--- config.mk ---
export PLATFORM = sky130hd
export DESIGN_NAME = fifo_row_packer
export DESIGN_NICKNAME = d
export VERILOG_FILES = /design/src/rtl/fifo_row_packer.sv
export SDC_FILE = /design/constraint.sdc
export NUM_CORES = 1
export LEC_CHECK = 0
export ABC_AREA = 0
export CORE_MARGIN = 2
export CORE_UTILIZATION = 50
export CTS_CLUSTER_DIAMETER = 200
export DETAILED_ROUTE_END_ITERATION = 8
export HOLD_SLACK_MARGIN = 0.15
export PLACE_DENSITY = 0.84
export SYNTH_ARGS = -nofsm -noshare
export SYNTH_HDL_FRONTEND = slang
export SYNTH_SLANG_ARGS = --single-unit
--- constraint.sdc ---
create_clock -name clk -period 2.8 [get_ports clk]
set_input_delay 0.56 -clock clk [delete_from_list [all_inputs] [get_ports clk]]
set_output_delay 0.56 -clock clk [all_outputs]
set_load 0.02 [all_outputs]
--- src/rtl/fifo_row_packer.sv ---
// rtl/fifo_row_packer.sv - packs bytes from an 8-bit sync FIFO into 32-bit words with flush support
module fifo_row_packer #(
   parameter int LANES  = 4,
   parameter int DATA_W = 8
) (
   input  logic                    clk,
   input  logic                    rst,
   input  logic [DATA_W-1:0]       fifo_dataout,
   input  logic                    fifo_empty,
   output logic                    fifo_rd_en,
   input  logic                    flush,
   output logic [LANES*DATA_W-1:0] out_data,
   output logic [2:0]              out_bytes,
   output logic                    out_valid,
   input  logic                    out_ready
);

   localparam int CNT_W  = 3;
   localparam int WORD_W = LANES * DATA_W;

   typedef enum logic {
      FILL = 1'b0,
      EMIT = 1'b1
   } state_t;

   state_t              state;
   state_t              state_next;

   // lane_cnt counts captured bytes; pending means a pop was granted last cycle
   // and its byte shows up on fifo_dataout this cycle.
   logic [CNT_W-1:0]    lane_cnt;
   logic                pending;
   logic                flush_req;
   logic [WORD_W-1:0]   assembly;
   logic [WORD_W-1:0]   assembly_next;

   logic                capture;
   logic                capture_last;
   logic                flush_fire;
   logic                flush_emit;
   logic                accept;

   // Next-state, pop request and datapath strobes.
   always_comb begin
      state_next    = state;
      fifo_rd_en    = 1'b0;
      capture       = pending;
      capture_last  = pending && (lane_cnt == CNT_W'(LANES - 1));
      // A flush only fires once the in-flight byte has landed, so it is included.
      flush_fire    = (state == FILL) && flush_req && !pending;
      flush_emit    = flush_fire && (lane_cnt != '0);
      accept        = (state == EMIT) && out_valid && out_ready;
      assembly_next = assembly;
      for (int k = 0; k < LANES; k++) begin
         if (lane_cnt == CNT_W'(k)) begin
            assembly_next[k*DATA_W +: DATA_W] = fifo_dataout;
         end
      end
      case (state)
         FILL: begin
            // Counting the in-flight byte keeps the pipeline from over-reading.
            if (!rst && !fifo_empty && !flush_req &&
                ((lane_cnt + CNT_W'(pending)) < CNT_W'(LANES))) begin
               fifo_rd_en = 1'b1;
            end
            if (capture_last || flush_emit) begin
               state_next = EMIT;
            end
         end
         EMIT: begin
            if (accept) begin
               state_next = FILL;
            end
         end
         default: state_next = FILL;
      endcase
   end

   // State register.
   always_ff @(posedge clk or posedge rst) begin
      if (rst) begin
         state <= FILL;
      end else begin
         state <= state_next;
      end
   end

   // Byte capture, word assembly, flush tracking and output holding register.
   always_ff @(posedge clk or posedge rst) begin
      if (rst) begin
         lane_cnt  <= '0;
         pending   <= 1'b0;
         flush_req <= 1'b0;
         assembly  <= '0;
         out_data  <= '0;
         out_bytes <= '0;
         out_valid <= 1'b0;
      end else begin
         pending   <= fifo_rd_en;
         // A new pulse wins over clearing so a flush is never dropped.
         flush_req <= flush || (flush_req && !flush_fire);
         if (accept) begin
            out_valid <= 1'b0;
            lane_cnt  <= '0;
            assembly  <= '0;
         end else if (capture) begin
            assembly <= assembly_next;
            lane_cnt <= lane_cnt + CNT_W'(1);
            if (capture_last) begin
               out_data  <= assembly_next;
               out_bytes <= 3'(LANES);
               out_valid <= 1'b1;
            end
         end else if (flush_emit) begin
            // Lanes not yet written are still zero from the last clear.
            out_data  <= assembly;
            out_bytes <= lane_cnt;
            out_valid <= 1'b1;
         end
      end
   end

endmodule

==> impl_results.md <==
* Layout cell share with drive strength beyond 1 at between 20% and 30%
* Io pins at 50
* R2R depth at 7
* Setup TNS at 0 ps
* Setup ws final at 442 ps
* Vias in the first global route at 1959
* CP Class: input port to primary output
* Pin count of the biggest net entering global routing at 75
* Sequential area share after synthesis at a little under three fifths
* Final worst-path cycle share at 84.2%
* Setup crit start kind: input port
* Max-slew violations at 0
* Critical Path RT at 2240 ps
* Final Setup Violations at 0
* Area of the multi-input gates at ~1300 um^2
* Area leader, netlist: dfrtp_1
* CTS tree: done
* Top cells by area, synth: dfrtp_1, mux2_2, mux2_4
* Post-DRT Antenna Nets at 0
* DRC Markers at 0
* H-tree depth at 3
* Via/cell ratio at 5.07
* Row cnt at 29
* Layout fillers at 503
* Measured slew at the worst slew-check pin at 415 ps
* GR Overflow Total at 0
* Maximum clock path buffer count at 2
* Sequential power share at 39.6%
* CTS buffer count at 9
* Number of I/O port buffers at 49
* Slew HR at 72.3%
* Synthesized instance count at between 200 and 250
* Vias at 1834
* Starting DRT DRC Count at between 80 and 90
* NumNets Final at 298
* Critical-path cell list: clkdlybuf4s50_1, or4_1, nor2_1, dlymetal6s2s_1
* Reg2reg setup slack at 710 ps
* Slowest cell on crit path: or4_1
* Worst path arrival time at about 1800 ps
* Avg Cell Area, Syn at between 10 and 15 um^2
* Worst-path clk slew at 70 ps
* Pleak at 1.97 nW
* Clk sinks at 74
* Post-DP HPWL at about 3.7 mm
* Clk network pwr share at 23.7%
* Yosys top cell area share at 57.3%
* Crit path max fanout at 2
* F_max at around 420 MHz
* Mapped Area at 3230 um^2
* Hold path endpoint: out_data[20]$_DFFE_PP0P_
* Sw frac at 31.0%
* Pwr Density at 953 nW/um^2
* Tot GR Track Use at 18.1%
* Max VDD drop at ~0.53 mV
* Combinational share of power at 36.7%
* Core area at 6310 um^2
* Global-route wire length before repair at 9.90 mm
* Syn_nets at 242
* Post-CTS Setup Bufs at 0
* Cell Int Power at 2.65 mW
* Synth cell types at 25
* Hold Crit Class: flip-flop to flip-flop
* Antenna diodes at 0
* Hold_sp: out_data[20]$_DFFE_PP0P_
* Root Buffer: clkbuf_8
* Placer Congestion at 0.750
* RSZ-0062 raised after global routing: no
* Clock period minus final worst setup slack at between 2000 and 2500 ps
* Place WS at approximately 58 ps
* Cells on Worst Hold Path at 1
* Post-synthesis to final-layout area growth at 24.6%
* Die ar. at 7130 um^2
* Ys Warns at 0
* Die Width at approximately 84 um
* CP Capture Type: primary output
* Die H at 84.4 um
* Final Skew at 9.33 ps
* RR Startpoint: lane_cnt[0]$_DFFE_PP0P_
* Detailed Routing Iterations Pass 1 at 4
* Clk_lat worst skew at 350 ps
* Final hold viol count at 0
* Routed len/inst at 16.1 um
* Max-cap violation count at 0
* Critical Path Max Stage Delay at between 400 and 500 ps
* Design area at 4030 um^2
* Register Area at 1850 um^2
* Min Hold Slack at 515 ps
* Initial Util at between 50% and 60%
* Placed inst area at roughly 3800 um^2
* Psw at 1.19 mW
* Final WL at between 5 and 6 mm
* Reg2reg end: out_data[20]$_DFFE_PP0P_
* Synth Register Bits at 74
* Status: finished clean
* Initial antenna violation count at 0
## registers in the layout, indices dropped and copies added (netlist names)
register	flops
out_valid	1
assembly	32
out_bytes	3
out_data	32
lane_cnt	3
flush_req	1
capture	1
state	1
## final cells by class
class / count / share of cell area (%)
clock buffer: 11 / 3.51
clock inverter: 5 / 1.92
inverter: 7 / 0.652
multi-input combinational: 134 / 31.8
sequential: 74 / 45.9
tap: 77 / 2.39
timing repair buffer: 54 / 13.8
## kinds of logic (layout without fill, tap and decap cells)
family,Yosys count,count (layout),synth area share (%)
AO/OA/AOI/OAI,7,7,1.66
buffers and inverters,16,77,3.09
XOR/XNOR,2,2,0.542
adder cells (fa/ha/maj),5,5,1.93
multiplexers,68,68,26.6
flip-flops,74,74,57.3
AND/OR/NAND/NOR,52,52,8.90
## power by group through the flow
stage / sequential, mW / combinational, mW / clock, mW
after CTS: 1.53 / 1.42 / 0.932
final: 1.52 / 1.41 / 0.910
after global placement: 1.53 / 1.39 / 0
after floorplan: 1.71 / 0.740 / 0
after detailed placement: 1.54 / 1.41 / 0
after global routing: 1.56 / 1.51 / 0.978
## cell usage in the layout (no fill, tap or decap), types with 2 or more instances in the layout
master	netlist	routed
dfrtp_1	74	74
clkdlybuf4s50_1	0	48
mux2_2	36	36
and2_1	30	30
mux2_4	27	27
nor2_1	10	10
clkbuf_8	0	10
inv_1	7	6
nand2_1	5	5
mux2i_1	5	5
ha_1	5	5
buf_4	1	3
nand3_1	2	2
o21ai_0	2	2
o21a_1	2	2
xnor2_1	2	2
clkinv_2	0	2
bufinv_16	0	2
buf_12	0	2
## routing by layer
| layer | routed length (um) | track usage [%] | vias to the layer above |
|---|---|---|---|
| li1 | - | - | 858 |
| met5 | 0 | 0 | - |
| met1 | 2760 | 24.9 | 931 |
| met4 | 85 | 7.79 | 0 |
| met3 | 229 | 5.01 | 9 |
| met2 | 2760 | 27.1 | 36 |
## how the worst max path moves through the flow
stage                     slack (ps)        from  cells past startpoint                      end
after floorplan                  360         rst                      1  assembly[0]$_DFFE_PP0P_
after global placement           100  fifo_empty                      4               fifo_rd_en
after detailed placement          60  fifo_empty                      4               fifo_rd_en
after CTS                         60  fifo_empty                      4               fifo_rd_en
after global routing             350  fifo_empty                      4               fifo_rd_en
final                            440  fifo_empty                      4               fifo_rd_en
## critical path, delay by kind of cell
family | cells | cell delay, ps
buffers and inverters | 2 | 640
AND/OR/NAND/NOR | 2 | 590
## Yosys cell counts, drive strengths merged
library cell and number:
inv 7, xnor2 2, mux2i 5, mux2 63, buf 6, ha 5
clkbuf 3, dfrtp 74, and3 1, nor2 10, nand2 5, o21a 2
and2 30, a21o 1, and2b 1, or4 1, nand2b 1, nand3 2
nor2b 1, a21oi 2, o21ai 2
## timing repair
action	CTS	global route
hold buffers	0	0
setup endpoints to repair	0	1
gates resized for setup	0	1
## through the flow
step	std cells	power, mW	util [%]
detailed placement	346	2.95	60.3
finish	362	3.84	63.9
CTS	362	3.88	63.8
global placement	346	2.92	60.3
floorplan	224	2.45	-
global route	362	4.04	63.9
Note: power is estimated with default switching activity, not from simulation.
